$ cat src/rtl/cpu_run_seq_pkg.sv
// Shared types and width helpers for the CPU run sequencer.
package cpu_run_seq_pkg;

  typedef enum logic [2:0] {
    S_IDLE = 3'd0,
    S_LOAD = 3'd1,
    S_HOLD = 3'd2,
    S_RUN  = 3'd3,
    S_DONE = 3'd4
  } seq_state_t;

  // Width able to hold the value n itself (counters that count up to n).
  function automatic int cnt_w(input int n);
    return (n < 1) ? 1 : $clog2(n + 1);
  endfunction

  // Address width for a store of the given depth; never zero.
  function automatic int addr_w(input int depth);
    return (depth < 2) ? 1 : $clog2(depth);
  endfunction

endpackage

$ cat src/rtl/seq_down_counter.sv
// Loadable down counter that sticks at zero; term flags the zero count.
module seq_down_counter #(
  parameter int W = 4
) (
  input  logic         clk,
  input  logic         reset,
  input  logic         load,
  input  logic [W-1:0] load_val,
  input  logic         en,
  output logic         term
);

  logic [W-1:0] count;

  always_ff @(posedge clk or posedge reset) begin
    if (reset)                      count <= '0;
    else if (load)                  count <= load_val;
    else if (en && (count != '0))   count <= count - W'(1);
  end

  assign term = (count == '0);

endmodule

$ cat src/rtl/cpu_run_sequencer.sv
// Loads a program into the CPU instruction store, holds CPU reset, runs it
// with a timeout and reports pass/fail. CPU_RUN_SEQ_CYCLE_COUNT_EN adds run_cycles.
module cpu_run_sequencer
  import cpu_run_seq_pkg::*;
#(
  parameter int DATA_W         = 8,
  parameter int PROG_DEPTH     = 16,
  parameter int RESET_CYCLES   = 7,
  parameter int TIMEOUT_CYCLES = 64
) (
  input  logic                           clk,
  input  logic                           reset,
  input  logic                           start,
  input  logic                           prog_valid,
  input  logic [DATA_W-1:0]              prog_data,
  input  logic                           prog_last,
  output logic                           prog_ready,
  input  logic [DATA_W-1:0]              expected,
  input  logic [DATA_W-1:0]              alu_result,
  output logic                           instr_wr_en,
  output logic [addr_w(PROG_DEPTH)-1:0]  instr_wr_addr,
  output logic [DATA_W-1:0]              instr_wr_data,
  output logic                           cpu_reset,
  output logic                           busy,
  output logic                           done,
  output logic                           pass,
  output logic                           err_overflow
`ifdef CPU_RUN_SEQ_CYCLE_COUNT_EN
  ,
  output logic [cnt_w(TIMEOUT_CYCLES)-1:0] run_cycles
`endif
);

  localparam int AW  = addr_w(PROG_DEPTH);
  localparam int HCW = cnt_w(RESET_CYCLES);
  localparam int RCW = cnt_w(TIMEOUT_CYCLES);
  localparam logic [AW-1:0] LAST_ADDR = AW'(PROG_DEPTH - 1);

  seq_state_t state, state_nxt;

  logic [DATA_W-1:0] exp_q;
  logic [AW-1:0]     addr;
  logic start_ok, hs, at_last_addr, match;
  logic hold_load, hold_term, run_load, run_term;

  assign start_ok     = start && ((state == S_IDLE) || (state == S_DONE));
  assign hs           = prog_valid && prog_ready;
  assign at_last_addr = (addr == LAST_ADDR);
  assign match        = (alu_result == exp_q);
  assign hold_load    = (state == S_LOAD) && hs && prog_last;
  assign run_load     = (state == S_HOLD) && hold_term;

  // HOLD length: loaded with RESET_CYCLES-1 so the zero cycle is the last one.
  seq_down_counter #(.W(HCW)) u_hold_cnt (
    .clk      (clk),
    .reset    (reset),
    .load     (hold_load),
    .load_val (HCW'(RESET_CYCLES - 1)),
    .en       (state == S_HOLD),
    .term     (hold_term)
  );

  // RUN budget: term fires on run cycle TIMEOUT_CYCLES-1.
  seq_down_counter #(.W(RCW)) u_run_cnt (
    .clk      (clk),
    .reset    (reset),
    .load     (run_load),
    .load_val (RCW'(TIMEOUT_CYCLES - 1)),
    .en       (state == S_RUN),
    .term     (run_term)
  );

  always_ff @(posedge clk or posedge reset) begin
    if (reset) state <= S_IDLE;
    else       state <= state_nxt;
  end

  always_comb begin
    state_nxt = state;
    case (state)
      S_IDLE, S_DONE: if (start) state_nxt = S_LOAD;
      S_LOAD: begin
        if (hs) begin
          if (prog_last)         state_nxt = S_HOLD;
          else if (at_last_addr) state_nxt = S_DONE;
        end
      end
      S_HOLD: if (hold_term) state_nxt = S_RUN;
      S_RUN:  if (match || run_term) state_nxt = S_DONE;
      default: state_nxt = S_IDLE;
    endcase
  end

  always_comb begin
    prog_ready = (state == S_LOAD);
    busy       = (state == S_LOAD) || (state == S_HOLD) || (state == S_RUN);
    done       = (state == S_DONE);
    cpu_reset  = (state != S_RUN);
  end

  // Write port trails the handshake by one cycle; the final pulse may land in HOLD or DONE.
  always_ff @(posedge clk or posedge reset) begin
    if (reset) begin
      exp_q         <= '0;
      addr          <= '0;
      instr_wr_en   <= 1'b0;
      instr_wr_addr <= '0;
      instr_wr_data <= '0;
      pass          <= 1'b0;
      err_overflow  <= 1'b0;
    end else begin
      instr_wr_en <= 1'b0;
      if (start_ok) begin
        exp_q         <= expected;
        addr          <= '0;
        instr_wr_addr <= '0;
        pass          <= 1'b0;
        err_overflow  <= 1'b0;
      end
      if ((state == S_LOAD) && hs) begin
        instr_wr_en   <= 1'b1;
        instr_wr_addr <= addr;
        instr_wr_data <= prog_data;
        if (!at_last_addr)             addr         <= addr + AW'(1);
        if (at_last_addr && !prog_last) err_overflow <= 1'b1;
      end
      if ((state == S_RUN) && match) pass <= 1'b1;
    end
  end

`ifdef CPU_RUN_SEQ_CYCLE_COUNT_EN
  // Counts RUN cycles; the value left at DONE entry is the reported figure.
  always_ff @(posedge clk or posedge reset) begin
    if (reset)                                                  run_cycles <= '0;
    else if (start_ok)                                          run_cycles <= '0;
    else if ((state == S_RUN) && (run_cycles != RCW'(TIMEOUT_CYCLES))) run_cycles <= run_cycles + RCW'(1);
  end
`endif

endmodule

$ cat config.mk
export PLATFORM = sky130hd
export DESIGN_NAME = cpu_run_sequencer
export DESIGN_NICKNAME = d
export VERILOG_FILES = /design/src/rtl/cpu_run_seq_pkg.sv /design/src/rtl/seq_down_counter.sv /design/src/rtl/cpu_run_sequencer.sv
export SDC_FILE = /design/constraint.sdc
export NUM_CORES = 1
export LEC_CHECK = 0
export CORE_UTILIZATION = 49
export DETAILED_ROUTE_END_ITERATION = 8
export GPL_ROUTABILITY_DRIVEN = 0
export GPL_TIMING_DRIVEN = 1
export PLACE_DENSITY = 0.89
export SETUP_SLACK_MARGIN = 0.5
export SYNTH_ARGS = -nofsm -noshare
export SYNTH_HDL_FRONTEND = slang
export SYNTH_SLANG_ARGS = --single-unit
$ cat constraint.sdc
create_clock -name clk -period 2.57 [get_ports clk]
set_clock_uncertainty 0.05 [all_clocks]
set_input_delay 0.514 -clock clk [delete_from_list [all_inputs] [get_ports clk]]
set_output_delay 0.514 -clock clk [all_outputs]
set_load 0.05 [all_outputs]
==> results_tabular.tex <==
\begin{tabular}{lr}
\hline
Metric & Value \\
\hline
\multicolumn{2}{l}{\textbf{Timing}} \\
Crit share post-route & 0.791 \\
Setup TNS & 0 ns \\
\# setup viols final & 0 \\
Count of final max-slew check failures & 0 \\
Post-layout min period & 2.03 ns \\
Max-Slew Margin vs Limit & 0.560 \\
RSZ-0062 raised after global routing & false \\
Maximum clock frequency & 492 MHz \\
Transition time at the pin with the least slew margin & about 0.66 ns \\
Worst Setup Slack, final & 0.537 ns \\
Number of failing hold endpoints at the final stage & 0 \\
\multicolumn{2}{l}{\textbf{Critical path}} \\
Nature of the critical path startpoint & flip-flop \\
Critical Path AT & 1.47 ns \\
Critical path capture point type & output pin \\
Cell at the slowest stage of the critical path & sky130\_fd\_sc\_hd\_\_clkdlybuf4s50\_1 \\
Critical path class & flip-flop to output pin \\
Critical path's largest stage delay & 0.81 ns \\
Maximum fanout encountered on the critical timing path & 2 \\
Cell Chain, Critical Path & clkdlybuf4s50\_1 \\
CP Data Required Time & 2.01 ns \\
Crit path buffers/inverters & 1 \\
Kind of cell adding the most delay to the critical path & buffers and inverters \\
\multicolumn{2}{l}{\textbf{CTS}} \\
Inserted Clock Buffers & 5 \\
Clock Tree Root & sky130\_fd\_sc\_hd\_\_clkbuf\_8 \\
Clock Path Buffers & 2 \\
Clock latency on the worst-skew pair & 0.29 ns \\
TritonCTS clock tree & done \\
Count of clock tree sinks & 40 \\
Max H-tree Level & 2 \\
Number of setup buffers added after CTS & 0 \\
Worst-path clk slew & $\sim$0.08 ns \\
\multicolumn{2}{l}{\textbf{Pwr}} \\
PD cells & 1210 nW/um\^{}2 \\
Static leakage power & 1.28 nW \\
Worst ir drop on vdd & 0.640 mV \\
\multicolumn{2}{l}{\textbf{Detailed routing}} \\
Remaining routing DRC violations & 0 \\
Average wire per cell in the routed design & about 14 um \\
Number of vias in the routed layout & 1,586 \\
Number of nets still failing antenna checks after routing & 0 \\
DRC violation total after the first TritonRoute iteration & 91 \\
Initial DRT Pass Iterations & 4 \\
Routed vias/inst & about 5.4 \\
DRT Wirelength & 4200 um \\
\multicolumn{2}{l}{\textbf{Outcome}} \\
Run status & completed \\
\multicolumn{2}{l}{\textbf{Yosys}} \\
Async set-or-reset flop fraction in the synthesized netlist & 1.00 \\
Gate count of the mapped netlist & 195 \\
Synth warn & 0 \\
Most used flip-flop cell after synthesis & sky130\_fd\_sc\_hd\_\_dfrtp\_1 \\
Distinct cell type count of the synthesized netlist & 46 \\
Total of flip-flops plus latches after synthesis & 40 \\
Area of the mapped netlist & 1960 um\^{}2 \\
Fraction of the yosys area taken by sequential cells & 0.511 \\
Post-synth net total & 228 \\
Avg Synthesized Cell Area & 10.1 um\^{}2 \\
EDFF count, synth & 0 \\
\multicolumn{2}{l}{\textbf{Floorplan}} \\
Std-Cell Core Area & 3740 um\^{}2 \\
Die Span Y & 65.3 um \\
Row cnt & 22 \\
Overall die area & between 4000 and 5000 um\^{}2 \\
Total I/O pin count & 48 \\
Horiz. Die Dim & between 60 and 70 um \\
Initial core utilization & 0.524 \\
\multicolumn{2}{l}{\textbf{Global routing}} \\
Maximum number of pins on one net before global-route repair & 41 \\
Wire length of the first global-routing pass & 7400 um \\
Total congestion overflow after global routing & 0 \\
Via count of the first global-routing pass & about 1,700 \\
Antenna violations before repair & 0 \\
Global-route total usage across every layer & 0.226 \\
\multicolumn{2}{l}{\textbf{Placement}} \\
Placed wire-length estimate & $\sim$3000 um \\
Pre-CTS setup slack & 0.315 ns \\
DP Area & 2480 um\^{}2 \\
Number of I/O port buffers & 47 \\
\multicolumn{2}{l}{\textbf{Layout}} \\
Number of diodes & 0 \\
Most frequent cells in the layout & 44 x sky130\_fd\_sc\_hd\_\_nand2\_1, 39 x sky130\_fd\_sc\_hd\_\_dfrtp\_1, 38 x sky130\_fd\_sc\_hd\_\_clkdlybuf4s50\_1, 12 x sky130\_fd\_sc\_hd\_\_nand3\_1, 10 x sky130\_fd\_sc\_hd\_\_xor2\_1 \\
Design Area, Final & 2630 um\^{}2 \\
Layout Area Growth over Synthesis & 34.0\% \\
Number of nets in the layout & 277 \\
Most frequent standard cell in the layout excluding fill and tap cells & sky130\_fd\_sc\_hd\_\_nand2\_1 \\
Share of cells above drive strength 1 & 0.102 \\
Util after Layout & 0.702 \\
\multicolumn{2}{l}{\textbf{Flow run}} \\
Number of max-capacitance violations reported & 0 \\
\multicolumn{2}{l}{\textbf{Hold path}} \\
Class of the tightest hold or removal check & flip-flop to flip-flop \\
\hline
\end{tabular}
## cell type report
class	count	area, um^2
fill	289	1120
sequential	40	1000
multi-input combinational	135	885
timing repair buffer	51	510
clock buffer	5	68.8
clock inverter	2	60.1
tap	48	60.1
inverter	11	41.3
## stage by stage
stage               hold slack [ns]  power [mW]  instances
global placement              0.407        2.54        285
finish                        0.430        3.19        292
CTS                           0.433        3.21        292
global route                  0.450        3.40        292
detailed placement            0.419        2.61        285
floorplan                     0.417        2.18        195
## synthesized netlist by cell type (all sizes together), types with 2 or more instances
master,count,area share
xnor2,2,0.0089
a21oi,4,0.012
nand2,44,0.084
xor2,10,0.045
nor3,3,0.0077
mux2,8,0.046
nor4,3,0.013
nand3,12,0.031
o211ai,2,0.0077
clkbuf,4,0.0077
o22ai,2,0.0064
inv,11,0.021
nor2b,2,0.0064
nand2b,3,0.0096
or4,2,0.0077
nor2,6,0.011
o21ai,4,0.010
ha,4,0.026
o311a,2,0.010
o31ai,4,0.022
nor3b,2,0.0077
buf,5,0.015
dfrtp,40,0.51
## logic make-up after synthesis
kind of cell	after synthesis	synth area share
flops	40	0.511
mux	9	0.0511
fa+ha+maj	4	0.0255
simple gates	83	0.202
compound gates	27	0.113
xor+xnor	12	0.0536
buf+inv	20	0.0440
## layer usage
| metal | global-route usage | vias up | wire, um |
|---|---|---|---|
| li1 | - | 766 | - |
| met1 | 0.249 | 766 | 1690 |
| met2 | 0.398 | 46 | 2140 |
| met3 | 0.0764 | 8 | 319 |
| met4 | 0.0870 | 0 | 48 |
| met5 | 0 | - | 0 |
## repair_timing
action / CTS / global route
hold buffers: 0 / 0
pin swaps: 0 / 1
endpoints found under the setup margin: 3 / 7
resized for setup: 7 / 6
## power breakdown
part	switching, mW	leakage [nW]	total, mW	internal (mW)
combinational	0.931	0.715	1.51	0.575
sequential	0.204	0.501	1.09	0.883
clock	0.211	0.0642	0.593	0.382
total	1.35	1.28	3.19	1.84
## worst paths after layout
check                                             startpoint  cells past startpoint  slack, ns                           end
max in group asynchronous                              reset                      3       1.51          state[0]$_DFFE_PP0P_
worst max register to register          state[1]$_DFFE_PP0P_                      3       0.65          exp_q[5]$_DFFE_PP0P_
min in group asynchronous                              reset                      3       0.58  instr_wr_data[1]$_DFFE_PP0N_
worst min register to register  instr_wr_data[1]$_DFFE_PP0N_                      2       0.43  instr_wr_data[1]$_DFFE_PP0N_
worst max-delay path            instr_wr_data[0]$_DFFE_PP0N_                      1       0.54              instr_wr_data[0]
worst min-delay path            instr_wr_data[1]$_DFFE_PP0N_                      2       0.43  instr_wr_data[1]$_DFFE_PP0N_
## state kept, by name, indices dropped and copies added (netlist names)
| register | cells |
|---|---|
| exp_q | 8 |
| instr_wr_data | 8 |
| u_run_cnt.count | 7 |
| addr | 4 |
| instr_wr_addr | 4 |
| state | 3 |
| u_hold_cnt.count | 3 |
| err_overflow | 1 |
| instr_wr_en | 1 |
| pass | 1 |
Power figures use the tool's default switching activity.
